--- config.mk ---
export PLATFORM = sky130hd
export DESIGN_NAME = clk_div_prog
export DESIGN_NICKNAME = d
export VERILOG_FILES = /design/src/rtl/clk_div_prog.sv
export SDC_FILE = /design/constraint.sdc
export NUM_CORES = 1
export LEC_CHECK = 0
export BUFFER_PORTS_ARGS = -buffer_cell sky130_fd_sc_hd__buf_2
export CORE_UTILIZATION = 46
export DETAILED_ROUTE_END_ITERATION = 10
export HOLD_SLACK_MARGIN = 0.06
export PLACE_DENSITY = 0.73
export SLEW_MARGIN = 10
export SYNTH_ARGS = -nofsm -noshare
export SYNTH_HDL_FRONTEND = slang
export SYNTH_SLANG_ARGS = --single-unit
--- constraint.sdc ---
create_clock -name refclk -period 4.9 [get_ports refclk]
set_clock_uncertainty 0.1 [all_clocks]
set_input_delay 0.735 -clock refclk [delete_from_list [all_inputs] [get_ports refclk]]
set_output_delay 0.735 -clock refclk [all_outputs]
set_load 0.01 [all_outputs]
--- src/rtl/clk_div_prog.sv ---
// Programmable integer clock divider with runtime ratio changes at period boundaries
// and glitch-free start/stop.
module clk_div_prog #(
    parameter int unsigned DIV_W       = 8,
    parameter int unsigned DEFAULT_DIV = 4
) (
    input  logic             refclk,
    input  logic             rst,
    input  logic             div_en,
    input  logic [DIV_W-1:0] div_ratio,
    input  logic             div_ratio_vld,
    output logic             div_ratio_rdy,
    output logic             divclk,
    output logic             divclk_rise,
    output logic             divclk_active
);

    typedef enum logic [1:0] {
        ST_STOP     = 2'd0,
        ST_RUN      = 2'd1,
        ST_STOPPING = 2'd2
    } state_t;

    state_t             state;
    state_t             state_nxt;

    logic [DIV_W-1:0]   cnt;
    logic [DIV_W-1:0]   cur_ratio;
    logic [DIV_W-1:0]   pend_ratio;
    logic               pend;

    logic [DIV_W-1:0]   cnt_nxt;
    logic [DIV_W-1:0]   ratio_nxt;
    logic [DIV_W-1:0]   pend_ratio_nxt;
    logic               pend_nxt;
    logic               divclk_nxt;
    logic               rise_nxt;
    logic               active_nxt;
    logic               rdy_nxt;

    logic               boundary;
    logic               hs;
    logic [DIV_W-1:0]   ld_val;
    logic [DIV_W-1:0]   high_len;

    assign boundary = (state != ST_STOP) && (cnt == cur_ratio - DIV_W'(1));
    assign hs       = div_ratio_vld && div_ratio_rdy;
    assign ld_val   = (div_ratio < DIV_W'(2)) ? DIV_W'(2) : div_ratio;
    assign high_len = ratio_nxt - (ratio_nxt >> 1);

    // State register
    always_ff @(posedge refclk) begin
        if (rst) begin
            state <= ST_STOP;
        end else begin
            state <= state_nxt;
        end
    end

    // Next-state logic: stopping only completes on a period boundary
    always_comb begin
        state_nxt = state;
        case (state)
            ST_STOP:     if (div_en) state_nxt = ST_RUN;
            ST_RUN:      if (!div_en) state_nxt = ST_STOPPING;
            ST_STOPPING: begin
                if (div_en) begin
                    state_nxt = ST_RUN;
                end else if (boundary) begin
                    state_nxt = ST_STOP;
                end
            end
            default:     state_nxt = ST_STOP;
        endcase
    end

    // Counter, ratio handshake and next output values
    always_comb begin
        cnt_nxt        = cnt;
        ratio_nxt      = cur_ratio;
        pend_nxt       = pend;
        pend_ratio_nxt = pend_ratio;

        if (state_nxt == ST_STOP || state == ST_STOP || boundary) begin
            cnt_nxt = '0;
        end else begin
            cnt_nxt = cnt + DIV_W'(1);
        end

        if (boundary && pend) begin
            ratio_nxt = pend_ratio;
            pend_nxt  = 1'b0;
        end

        // Loads made while stopped (or on the stop edge) have no later boundary to wait for
        if (hs) begin
            if (state == ST_STOP || state_nxt == ST_STOP) begin
                ratio_nxt = ld_val;
            end else begin
                pend_nxt       = 1'b1;
                pend_ratio_nxt = ld_val;
            end
        end

        active_nxt = (state_nxt != ST_STOP);
        divclk_nxt = active_nxt && (cnt_nxt < high_len);
        rise_nxt   = active_nxt && (cnt_nxt == '0);
        rdy_nxt    = !pend_nxt;
    end

    // Datapath and output registers
    always_ff @(posedge refclk) begin
        if (rst) begin
            cnt           <= '0;
            cur_ratio     <= DIV_W'(DEFAULT_DIV);
            pend          <= 1'b0;
            pend_ratio    <= '0;
            divclk        <= 1'b0;
            divclk_rise   <= 1'b0;
            divclk_active <= 1'b0;
            div_ratio_rdy <= 1'b1;
        end else begin
            cnt           <= cnt_nxt;
            cur_ratio     <= ratio_nxt;
            pend          <= pend_nxt;
            pend_ratio    <= pend_ratio_nxt;
            divclk        <= divclk_nxt;
            divclk_rise   <= rise_nxt;
            divclk_active <= active_nxt;
            div_ratio_rdy <= rdy_nxt;
        end
    end

endmodule

==> results of run 1 <==
## what timing repair did
item                                    in CTS  in global routing
hold buffers                                 0                  0
endpoints found under the setup margin       0                  1
buffers inserted                             0                  3
gates resized for setup                      0                 19
## flip-flops by register name (all words and copies together), names as in the netlist
signal,flops
cnt,8
cur_ratio,8
pend_ratio,8
state,2
div_ratio_rdy,1
divclk,1
divclk_active,1
divclk_rise,1
pend,1
## cell type report
| cell class | count | area (um2) | area share (%) |
|---|---|---|---|
| multi-input cells | 184 | 1460 | 59.2 |
| flip-flops and latches | 31 | 622 | 25.2 |
| repair buffers | 24 | 146 | 5.93 |
| clock buffers | 6 | 82.6 | 3.35 |
| well taps | 52 | 65.1 | 2.64 |
| inverters | 15 | 56.3 | 2.28 |
| clock inverters | 2 | 35.0 | 1.42 |
## power groups by stage
stage	registers (mW)	logic (mW)	clock network, mW
detailed placement	0.281	0.185	0
global placement	0.281	0.180	0
finish	0.276	0.203	0.265
floorplan	0.279	0.143	0
CTS	0.276	0.185	0.267
global route	0.278	0.230	0.277
## tightest hold or removal path: stages (launching register included)
cell and delay, ps:
dfxtp_1 330, mux2i_1 70, nor2_1 80
## per-layer routing
layer / track usage (%) / routed length (um)
met1: 24.0 / 2090
met4: 6.35 / 56
met2: 31.2 / 2210
met3: 3.78 / 82
met5: 0 / 0
## path summary, 6_finish.rpt
| kind | start | end | cells after the start | slack, ps |
|---|---|---|---|---|
| max | cur_ratio[2]$_SDFF_PP1_ | divclk$_SDFF_PP0_ | 22 | 310 |
| min | pend_ratio[6]$_SDFFE_PP0P_ | pend_ratio[6]$_SDFFE_PP0P_ | 2 | 410 |
| max reg2reg | cur_ratio[2]$_SDFF_PP1_ | divclk$_SDFF_PP0_ | 22 | 310 |
| min reg2reg | pend_ratio[6]$_SDFFE_PP0P_ | pend_ratio[6]$_SDFFE_PP0P_ | 2 | 410 |
## cells by family after synthesis
family,after synthesis,share of synthesized area (%)
flip-flops,31,29.8
buffers and inverters,22,4.32
multiplexers,22,11.8
adder cells (fa/ha/maj),17,10.6
AND/OR/NAND/NOR,89,23.0
XOR/XNOR,21,8.82
AO/OA/AOI/OAI,35,11.8
## through the flow
step | hold slack, ps | setup WS, ps
after CTS | 403 | 17.6
after global routing | 421 | -18.5
after global placement | 376 | 126
after detailed placement | 386 | 33.5
final | 406 | 312
after floorplan | 356 | 307
## cells in the mapped netlist, types with 2 or more instances
library cell / n / area [um2]
nand3_1: 5 / 25.0
nor4b_1: 3 / 26.3
a21oi_1: 12 / 60.1
inv_1: 15 / 56.3
a211oi_1: 2 / 15.0
ha_1: 16 / 200
nor2_1: 31 / 116
nor2b_1: 5 / 31.3
a31oi_1: 2 / 12.5
dfxtp_1: 31 / 621
xnor2_1: 12 / 105
nand2_1: 9 / 33.8
clkbuf_1: 6 / 22.5
mux2i_1: 14 / 140
nand2b_1: 7 / 43.8
xor2_1: 9 / 78.8
mux2_2: 6 / 67.6
nor3_1: 12 / 60.1
and3_1: 3 / 18.8
nand3b_1: 2 / 15.0
a21o_1: 2 / 15.0
o21ai_0: 6 / 30.0
==> metrics.csv, run 1 <==
metric;value;unit
status;complete, no violations;
routed_wirelength;4440;um
arrival;4670;ps
cap_violations;0;
layout_commonest_cell;nor2_1;
syn_area;2090;um2
gp_congestion;0.852;
tns;0;ps
dieArea;4810;um2
slew_headroom;57.2;%
yosysSeqAreaShare;29.8;%
startpoint_type;flip-flop;
fill_cells;370;
cts_buffers;5;
grt_pass1_vias;1613;
final-hold-violation-count;0;
drt-initial-drc-count;128;
synth_edf_count;0;
cp-end-kind;flip-flop;
via_per_inst;5.47;
io_pins;16;
post-route-period-util;93.6;%
clkPwrFrac;35.5;%
port_buffers;15;
p_leak;1.04;nW
crit_chain;or4_4 > nor2_2 > nand4b_1 > and3_4 > or3_4 > buf_4 > mux2_2 > mux2i_4 > ha_1 > o21ai_1 > a21oi_1 > o21ai_1 > nand2b_1 > a21o_1 > a21oi_1 > xor2_1 > ha_1 > nand4_1 > nor2_1 > nor2_1 > nand2_1 > a2111oi_4;
power.total;0.745;mW
drtPass1Iterations;4;
synth_flop_cell;dfxtp_1;
power.internal;0.525;mW
layout_min_cycle_time;4590;ps
p_per_area;302;nW/um2
path_class;reg -> reg;
core_area;4350;um2
clk_pin_slew;70;ps
synth.distinct_cells;49;
cts_buffer_depth;2;
overflow;0;
swShare;29.5;%
ant_nets;0;
die_y;69.3;um
cp_data_required_time;4980;ps
post-route-util;56.7;%
ys_ff_latch;31;
crit_buf_inv;1;
insertion_delay;280;ps
die_w;69.3;um
antenna_found_initial;0;
critPathSlowestCell;or4_4;
placed_area;2240;um2
grt_start_max_net_pins;32;
grt_first_pass_wirelength;7260;um
root_buffer;clkbuf_8;
power.share.sequential;37.1;%
dp_cells;303;
drv_slew;0;
vias;1719;
ys_warn_count;0;
cts.sinks;31;
crit_family;simple AND/OR/NAND/NOR gates;
final_cell_area;2470;um2
cts_tree;yes;
finalSetupViolCount;0;
rows;24;
start_util;47.9;%
h-tree-depth;2;
grtUsageTotal;18.7;%
pwr-share-comb;27.3;%
synth_nets;266;
nets;290;
vdd_drop_max;0.193;mV
drc;0;
synth_area_per_cell;8.80;um2
area_delta_synth_final;18.3;%
dpl.hpwl;3260;um
drive_above_1_share;23.3;%
worstMarginPinSlew;642;ps
hold_path.class;reg -> reg;
syn_inst;237;
finalNonFillerCells;314;
cp_max_fo;7;
critical-path-max-stage-delay;520;ps
switchingPower;0.220;mW
wire_per_inst;14.1;um
n_antenna_cell;0;
most-common-layout-cells;nor2_1 (31), dfxtp_1 (30), inv_1 (15), buf_2 (15), ha_1 (14);
ys_async_sr_fraction;0;%
max_freq;0.218;GHz
Power figures use the tool's default switching activity.
==> run 2, diff against run 1 <==
--- a/config.mk
+++ b/config.mk
@@ -9,7 +9,7 @@
 export CORE_UTILIZATION = 46
 export DETAILED_ROUTE_END_ITERATION = 10
 export HOLD_SLACK_MARGIN = 0.06
-export PLACE_DENSITY = 0.73
+export PLACE_DENSITY = 0.71
 export SLEW_MARGIN = 10
 export SYNTH_ARGS = -nofsm -noshare
 export SYNTH_HDL_FRONTEND = slang
==> constraint.sdc (replaced) <==
create_clock -name refclk -period 5.6 [get_ports refclk]
set_clock_uncertainty 0.1 [all_clocks]
set_input_delay 0.84 -clock refclk [delete_from_list [all_inputs] [get_ports refclk]]
set_output_delay 0.84 -clock refclk [all_outputs]
set_load 0.01 [all_outputs]
==> run 2 against run 1 <==
  * Wire length shrank 5.5%
  * Design area shrank 6.4%
  * Sequential power decreased by 12%
  * Worst setup slack improved by 220 ps
  * Die area is the same
  * Sequential share of layout area is 1.7 points higher
  * Via count decreased by 1.2%
  * Power fell by 15%
  * Maximum frequency decreased by 9.5%
  * Final cell count shrank 2.9%
  * Largest cell class unchanged
  * Largest power group unchanged
==> metrics.csv, run 2 (same netlist as run 1, synthesis figures left out) <==
metric;value;unit;change
status;complete, no violations;;unchanged
grtUsageTotal;18.5;%;was 18.7%
cts.sinks;31;;unchanged
max_freq;0.197;GHz;was 0.218 GHz
vias;1699;;was 1719
ant_nets;0;;unchanged
grt_pass1_vias;1574;;was 1613
vdd_drop_max;0.182;mV;was 0.193 mV
final-hold-violation-count;0;;unchanged
critical-path-max-stage-delay;560;ps;was 520 ps
crit_chain;or4_4 > nor2_2 > nand4b_1 > and3_4 > or3_1 > mux2_2 > mux2i_1 > ha_1 > nor2b_1 > o21ai_0 > a21oi_1 > o21ai_0 > nand2b_1 > a21o_1 > a21oi_1 > xor2_1 > ha_1 > nand4_1 > nor2_1 > nor2_1 > nand2_1 > a2111oi_2;;was or4_4 > nor2_2 > nand4b_1 > and3_4 > or3_4 > buf_4 > mux2_2 > mux2i_4 > ha_1 > o21ai_1 > a21oi_1 > o21ai_1 > nand2b_1 > a21o_1 > a21oi_1 > xor2_1 > ha_1 > nand4_1 > nor2_1 > nor2_1 > nand2_1 > a2111oi_4
hold_buffers;0;;unchanged
layout_min_cycle_time;5070;ps;was 4590 ps
critPathSlowestCell;or3_1;;was or4_4
wl_met1;1990;um;was 2090 um
crit_family;simple AND/OR/NAND/NOR gates;;unchanged
core_area;4350;um2;unchanged
gp_congestion;0.841;;was 0.852
via_per_inst;5.57;;was 5.47
slew_headroom;55.7;%;was 57.2%
cts_buffer_depth;2;;unchanged
drt-initial-drc-count;75;;was 128
top_layer;met4;;unchanged
nets;281;;was 290
post-route-period-util;90.5;%;was 93.6%
h-tree-depth;2;;unchanged
cp-end-kind;flip-flop;;unchanged
wire_per_inst;13.8;um;was 14.1 um
finalSetupViolCount;0;;unchanged
die_y;69.3;um;unchanged
io_pins;16;;unchanged
overflow;0;;unchanged
cts_tree;yes;;unchanged
port_buffers;15;;unchanged
dp_cells;297;;was 303
clk_pin_slew;70;ps;about the same
cts_buffers;5;;unchanged
p_per_area;273;nW/um2;was 302 nW/um2
hold_path.class;reg -> reg;;unchanged
dieArea;4810;um2;unchanged
rsz0062_at_grt;false;;
wl_met2;1970;um;was 2210 um
crit_buf_inv;0;;was 1
grt_start_max_net_pins;32;;unchanged
startpoint_type;flip-flop;;unchanged
wl_met3;130;um;was 82 um
fill_cells;412;;was 370
reg.largest.list;cnt x8, cur_ratio x8, pend_ratio x8;;unchanged
worstMarginPinSlew;664;ps;was 642 ps
drv_slew;0;;unchanged
drtPass1Iterations;4;;unchanged
post-cts-setup-buffers;0;;unchanged
drc;0;;unchanged
most-common-layout-cells;nor2_1 (31), dfxtp_1 (31), ha_1 (16);;was nor2_1 (31), dfxtp_1 (30), inv_1 (15), buf_2 (15), ha_1 (14)
dpl.hpwl;3130;um;was 3260 um
p_leak;0.992;nW;was 1.04 nW
cp_max_fo;8;;was 7
arrival;5150;ps;was 4670 ps
area_delta_synth_final;10.7;%;was 18.3%
cp_data_required_time;5680;ps;was 4980 ps
n_antenna_cell;0;;unchanged
finalNonFillerCells;305;;was 314
routed_wirelength;4200;um;was 4440 um
path_class;reg -> reg;;unchanged
drive_above_1_share;15.8;%;was 23.3%
insertion_delay;280;ps;about the same
die_w;69.3;um;unchanged
placed_area;2190;um2;was 2240 um2
tns;0;ps;unchanged
grt_first_pass_wirelength;7060;um;was 7260 um
final_cell_area;2310;um2;was 2470 um2
root_buffer;clkbuf_8;;unchanged
rows;24;;unchanged
start_util;47.9;%;unchanged
antenna_found_initial;0;;unchanged
cap_violations;0;;unchanged
cts_resized;0;;unchanged
## run 2: cell count changes in the layout (fill, tap and decap cells not counted), moves of 2 or more
| cell | change |
|---|---|
| mux2i_1 | +4 |
| o21ai_0 | +2 |
| mux2i_4 | -3 |
| o21ai_1 | -2 |
| ha_1 | +2 |
| buf_4 | -8 |
| ha_2 | -2 |
## run 2: routing by layer
metal | vias up | global-route usage, %
met5 | - | 0
met4 | 0 | 9.30
met1 | 797 | 22.7
met3 | 9 | 3.49
li1 | 864 | -
met2 | 29 | 30.6
## run 2: power by group
| group | switching (mW) | internal (mW) |
|---|---|---|
| combinational | 0.0869 | 0.0718 |
| clock | 0.0858 | 0.144 |
| sequential | 0.0109 | 0.231 |
| total | 0.184 | 0.447 |
## run 2: final timing paths
kind | start | endpoint | slack [ps] | cells after the start
setup / recovery | cur_ratio[1]$_SDFF_PP0_ | divclk$_SDFF_PP0_ | 530 | 22
hold / removal | pend_ratio[4]$_SDFFE_PP0P_ | pend_ratio[4]$_SDFFE_PP0P_ | 400 | 2
setup reg to reg | cur_ratio[1]$_SDFF_PP0_ | divclk$_SDFF_PP0_ | 530 | 22
hold reg to reg | pend_ratio[4]$_SDFFE_PP0P_ | pend_ratio[4]$_SDFFE_PP0P_ | 400 | 2
## run 2: per-stage QoR
stage	setup slack (ps)	hold WS [ps]	total power [mW]	util (%)
after floorplan	1010	356	0.370	-
after global placement	691	383	0.402	50.3
after detailed placement	574	386	0.405	50.3
after CTS	524	397	0.636	53.0
after global routing	107	422	0.668	53.0
final	533	402	0.630	53.0
## run 2: layout make-up
cell class / instances / area (um2) / share of cell area (%)
clock buffers: 6 / 82.6 / 3.58
clock inverters: 2 / 35.0 / 1.52
inverters: 15 / 56.3 / 2.44
multi-input cells: 184 / 1380 / 59.5
flip-flops and latches: 31 / 621 / 26.9
well taps: 52 / 65.1 / 2.82
repair buffers: 15 / 75.1 / 3.25
## run 2: worst min-delay path: stages, from the launching register on
cell	delay, ps
dfxtp_1	340
mux2i_1	70
nor2_1	70
